`src/rtl/slurm16_cpu_mem_port.sv`:
```
// Memory-side responder for execute-stage loads/stores: stalls the pipeline,
// runs one valid/ready bus transaction with a timeout, and returns load data.
module slurm16_cpu_mem_port #(
  parameter int BITS           = 16,
  parameter int ADDRESS_BITS   = 16,
  parameter int REGISTER_BITS  = 4,
  parameter int TIMEOUT_CYCLES = 255
) (
  input  logic                     CLK,
  input  logic                     RSTb,
  input  logic                     load_memory,
  input  logic                     store_memory,
  input  logic [ADDRESS_BITS-1:0]  load_store_address,
  input  logic [BITS-1:0]          memory_out,
  input  logic [REGISTER_BITS-1:0] dest_reg,
  output logic                     stall,
  output logic                     wb_valid,
  output logic [BITS-1:0]          wb_data,
  output logic [REGISTER_BITS-1:0] wb_reg,
  output logic                     bus_error,
  output logic                     bus_valid,
  output logic                     bus_wr,
  output logic [ADDRESS_BITS-1:0]  bus_addr,
  output logic [BITS-1:0]          bus_wdata,
  input  logic                     bus_ready,
  input  logic                     bus_rvalid,
  input  logic [BITS-1:0]          bus_rdata
);

  typedef enum logic [1:0] {IDLE, ISSUE, WAIT_DATA, DONE} state_t;

  localparam logic [7:0] CNT_LAST = 8'(TIMEOUT_CYCLES - 1);

  state_t                   state_q, state_d;
  logic [7:0]               cnt_q, cnt_d;
  logic                     bus_valid_q, bus_valid_d;
  logic                     bus_wr_q, bus_wr_d;
  logic [ADDRESS_BITS-1:0]  bus_addr_q, bus_addr_d;
  logic [BITS-1:0]          bus_wdata_q, bus_wdata_d;
  logic                     wb_valid_q, wb_valid_d;
  logic [BITS-1:0]          wb_data_q, wb_data_d;
  logic [REGISTER_BITS-1:0] wb_reg_q, wb_reg_d;
  logic                     bus_error_q, bus_error_d;
  logic                     req;
  logic                     timeout_hit;

  assign req         = load_memory | store_memory;
  assign timeout_hit = (cnt_q >= CNT_LAST);

  assign stall = (state_q == ISSUE) || (state_q == WAIT_DATA) ||
                 ((state_q == IDLE) && req);

  always_ff @(posedge CLK) begin
    if (!RSTb) begin
      state_q     <= IDLE;
      cnt_q       <= '0;
      bus_valid_q <= 1'b0;
      bus_wr_q    <= 1'b0;
      bus_addr_q  <= '0;
      bus_wdata_q <= '0;
      wb_valid_q  <= 1'b0;
      wb_data_q   <= '0;
      wb_reg_q    <= '0;
      bus_error_q <= 1'b0;
    end else begin
      state_q     <= state_d;
      cnt_q       <= cnt_d;
      bus_valid_q <= bus_valid_d;
      bus_wr_q    <= bus_wr_d;
      bus_addr_q  <= bus_addr_d;
      bus_wdata_q <= bus_wdata_d;
      wb_valid_q  <= wb_valid_d;
      wb_data_q   <= wb_data_d;
      wb_reg_q    <= wb_reg_d;
      bus_error_q <= bus_error_d;
    end
  end

  always_comb begin
    state_d     = state_q;
    cnt_d       = cnt_q;
    bus_valid_d = bus_valid_q;
    bus_wr_d    = bus_wr_q;
    bus_addr_d  = bus_addr_q;
    bus_wdata_d = bus_wdata_q;
    wb_data_d   = wb_data_q;
    wb_reg_d    = wb_reg_q;
    wb_valid_d  = 1'b0;
    bus_error_d = 1'b0;
    case (state_q)
      IDLE: begin
        if (req) begin
          // A simultaneous load+store is resolved as a store and flagged.
          bus_addr_d  = load_store_address;
          bus_wdata_d = memory_out;
          wb_reg_d    = dest_reg;
          bus_wr_d    = store_memory;
          bus_error_d = load_memory & store_memory;
          bus_valid_d = 1'b1;
          cnt_d       = '0;
          state_d     = ISSUE;
        end
      end
      ISSUE: begin
        cnt_d = cnt_q + 8'd1;
        if (bus_ready) begin
          bus_valid_d = 1'b0;
          if (bus_wr_q) begin
            state_d = DONE;
          end else if (bus_rvalid) begin
            wb_data_d  = bus_rdata;
            wb_valid_d = 1'b1;
            state_d    = DONE;
          end else begin
            state_d = WAIT_DATA;
          end
        end else if (timeout_hit) begin
          bus_valid_d = 1'b0;
          bus_error_d = 1'b1;
          if (!bus_wr_q) begin
            wb_data_d  = '1;
            wb_valid_d = 1'b1;
          end
          state_d = DONE;
        end
      end
      WAIT_DATA: begin
        cnt_d = cnt_q + 8'd1;
        if (bus_rvalid) begin
          wb_data_d  = bus_rdata;
          wb_valid_d = 1'b1;
          state_d    = DONE;
        end else if (timeout_hit) begin
          wb_data_d   = '1;
          wb_valid_d  = 1'b1;
          bus_error_d = 1'b1;
          state_d     = DONE;
        end
      end
      DONE: begin
        // The pipeline still shows the finished request here; never re-issue it.
        state_d = IDLE;
      end
      default: state_d = IDLE;
    endcase
  end

  assign bus_valid = bus_valid_q;
  assign bus_wr    = bus_wr_q;
  assign bus_addr  = bus_addr_q;
  assign bus_wdata = bus_wdata_q;
  assign wb_valid  = wb_valid_q;
  assign wb_data   = wb_data_q;
  assign wb_reg    = wb_reg_q;
  assign bus_error = bus_error_q;

endmodule
```
`config.mk`:
```
export PLATFORM = sky130hd
export DESIGN_NAME = slurm16_cpu_mem_port
export DESIGN_NICKNAME = d
export VERILOG_FILES = /design/src/rtl/slurm16_cpu_mem_port.sv
export SDC_FILE = /design/constraint.sdc
export NUM_CORES = 1
export LEC_CHECK = 0
export CORE_MARGIN = 1.5
export CORE_UTILIZATION = 35
export DETAILED_ROUTE_END_ITERATION = 8
export DONT_BUFFER_PORTS = 1
export GPL_TIMING_DRIVEN = 0
export PLACE_DENSITY = 0.46
export RECOVER_POWER = 50
export SYNTH_ARGS = -nofsm -noshare
export SYNTH_HDL_FRONTEND = slang
export SYNTH_SLANG_ARGS = --single-unit
```
`constraint.sdc`:
```
create_clock -name CLK -period 2.3 [get_ports CLK]
set_input_delay 0.345 -clock CLK [delete_from_list [all_inputs] [get_ports CLK]]
set_output_delay 0.345 -clock CLK [all_outputs]
set_load 0.02 [all_outputs]
```
==> results.ini <==
[clock_network]
cts_sinks = 66
clk_pin_slew_ns = 0.07
cts_resized = 0
htreeDepth = 3
postCtsSetupRepairBufs = 0
cts_tree = built
clk_latency_ns = 0.34
cts_root_buf = clkbuf_8
numCtsBuffers = 9
clockBufferDepth = 2
hold_buffers = 0

[critical_path]
cp_max_fo = 10
r2r_cells = 6
critPathTopFamily = flip-flops
r2r_end = wb_data[15]
crit_chain = inv_1, ha_1, buf_6, o21ai_2, nand2b_1
r2r_slack_ns = 0.31
path_buf_inv = 2
worstPathArrival_ns = 1.67
critPathLaunchType = flip-flop
cp_data_required_time_ns = 1.96
slowest_stage = dfxtp_1
end_kind = output port
crit_type = flip-flop to output port
timing.rr.start = state_q[0]
cp-startpoint = state_q[0]
critPathMaxStageDelay_ns = 0.40

[sta]
worst_slew_pin_slew_ns = 0.7945
fmax_mhz = 497.3
skew_ns = 0.009091
finalCriticalPeriod_ns = 2.011
finalMaxSlewViolations = 0
fin_crit_sh_pct = 87.43
hold_viol_final = 0
grt_setup_unrepaired = no
relSlewSlack_pct = 46.58
finalSetupViolCount = 0
finalSetupTns_ns = 0
hold_ws_ns = 0.1431

[route]
avgViaCountPerCell = 4.989
wirelength_mm = 6.772
drcViolationCount = 0
avgRoutedWirePerCell_um = 15.25
ant_nets = 0
drtIter0Drc = 33
first_pass_iters = 4
vias = 2215

[logic_synthesis]
avgSynthCellArea_um2 = 8.835
synth_top_cell_by_area = dfxtp_1
syn_inst = 327
synth_seq_cells = 66
synth.area.top_cells = dfxtp_1 46%, nand2_1 12%, a21boi_0 10%
synth_cell_types = 41
syn_area_um2 = 2889
synth-warning-count = 0
synth_top_area_share_pct = 45.73
yosysSeqAreaShare_pct = 45.73
syn-num-nets = 391

[floorplanning]
die_height_um = 93.86
core_area_um2 = 7848
initial_core_util_pct = 36.81
die_w_um = 93.86
io_pins = 115
dieArea_um2 = 8809
row_count = 32

[global_route]
grt_pass1_wl_mm = 10.76
overflow = 0
antenna_found_initial = 0
grt_pass1_vias = 2187
gr-usage-all-layers_pct = 15.92
grt_max_degree = 11

[min_path]
min_to = wb_reg[3]
hold_path.class = primary input to flip-flop
min_path_cells = 2
min-delay-start = dest_reg[3]

[power]
clockPowerShare_pct = 35.7
vdd_drop_max_mv = 0.3060
p_seq_share_pct = 50.4
switchingPower_uw = 855.5
p_leak_nw = 1.286
power_switching_share_pct = 30.20
combPwrFrac_pct = 13.9
power.density_nw_per_um2 = 878.9
p_int_mw = 1.977

[flow_run]
maxCapViolCount = 0

[placed_design]
portBuffers = 0
place_hpwl_mm = 4.875
gp_congestion = 0.7393

[layout]
drive_gt1_share_pct = 10.53
antenna_cells = 0
syn_to_final_growth_pct = 11.56
fin_nets = 402

[run_status]
outcome = complete, no violations

==> placed cells by master (no fill, tap or decap), types with 2 or more instances in the layout <==
cell	Yosys	final
nor2_1	9	9
o31ai_1	2	2
buf_6	2	2
o21ai_0	23	23
inv_1	6	6
xnor2_1	6	6
a21boi_0	39	39
a21oi_1	2	2
nand2b_1	4	4
clkbuf_8	0	12
nand3_1	3	3
o21ai_2	3	3
nor3_1	2	2
mux2i_1	17	16
buf_2	8	7
nor2b_1	2	2
dfxtp_1	66	66
nor4_2	2	2
nor3b_1	2	2
nand2_1	93	93
clkbuf_1	10	12
ha_1	6	6
==> metrics by stage <==
step,power (mW),setup WS (ns),utilization (%),instance area (um^2),instances
6_report,2.833,0.2892,41.07,3223,444
2_1_floorplan,1.748,0.6643,-,2889,327
3_3_place_gp,1.850,0.2656,38.44,3017,429
5_1_grt,3.000,0.05638,41.07,3223,444
4_1_cts,2.876,0.2262,41.04,3221,444
3_5_place_dp,1.857,0.2846,38.44,3017,429
==> power by group through the flow <==
| stage | registers, mW | clock network (mW) | logic [mW] |
|---|---|---|---|
| after floorplan | 1.43 | 0 | 0.315 |
| after global placement | 1.46 | 0 | 0.393 |
| after detailed placement | 1.46 | 0 | 0.400 |
| after CTS | 1.43 | 1.04 | 0.401 |
| after global routing | 1.44 | 1.10 | 0.453 |
| final | 1.43 | 1.01 | 0.393 |
==> kinds of logic after synthesis <==
kind of cell    after synthesis  synth area share [%]
compound gates               80                 19.53
buf+inv                      27                 4.764
flops                        66                 45.73
xor+xnor                      6                 1.819
fa+ha+maj                     6                 2.598
mux                          17                 5.890
simple gates                125                 19.66
==> final cells by class <==
| cell class | instances | area [um^2] |
|---|---|---|
| Fill cell | 827 | 4624 |
| Clock inverter | 2 | 35.03 |
| Inverter | 6 | 22.52 |
| Multi-Input combinational cell | 234 | 1434 |
| Tap cell | 102 | 127.6 |
| Sequential cell | 66 | 1321 |
| Buffer | 21 | 113.9 |
| Clock buffer | 13 | 168.9 |
==> worst max-delay path by stage <==
stage	cells past startpoint	slack (ns)	to
6_report	5	0.29	stall
5_1_grt	6	0.06	wb_data[11]
4_1_cts	6	0.23	wb_data[15]
3_5_place_dp	6	0.28	wb_data[15]
3_3_place_gp	6	0.27	cnt_q[6]
2_1_floorplan	7	0.66	wb_data[10]
==> synthesized netlist by cell type <==
cell type,n
nor4b_1,1
nor2b_1,2
a21oi_1,2
nand3b_1,1
a211oi_1,1
a22oi_1,1
dfxtp_1,66
nand2_1,93
mux2i_1,17
nand2b_2,1
ha_1,6
buf_8,1
nor2_4,1
inv_1,6
a221oi_1,1
a21boi_0,39
nand4_4,1
clkbuf_1,10
nor4_2,2
buf_6,2
xnor2_1,6
o21a_1,1
o211ai_1,1
nor3b_1,2
nand2b_1,4
o31ai_1,2
a211o_1,1
o22ai_1,1
a32oi_1,1
nand4_1,1
nand3_1,3
a22oi_4,1
o21ai_0,23
o2bb2ai_1,1
o21ai_2,3
nor3b_2,1
buf_2,8
nor2_1,9
or3_1,1
nor3_1,2
o211ai_2,1
==> routing by layer <==
metal / wire length [um] / track usage [%] / up-vias
met2: 2980 / 24.82 / 81
met1: 3002 / 19.20 / 1001
met4: 122 / 7.587 / 0
met5: 0 / 0 / -
met3: 667 / 6.068 / 11
li1: - / - / 1122
No activity file was read; power rests on OpenSTA's default activity.
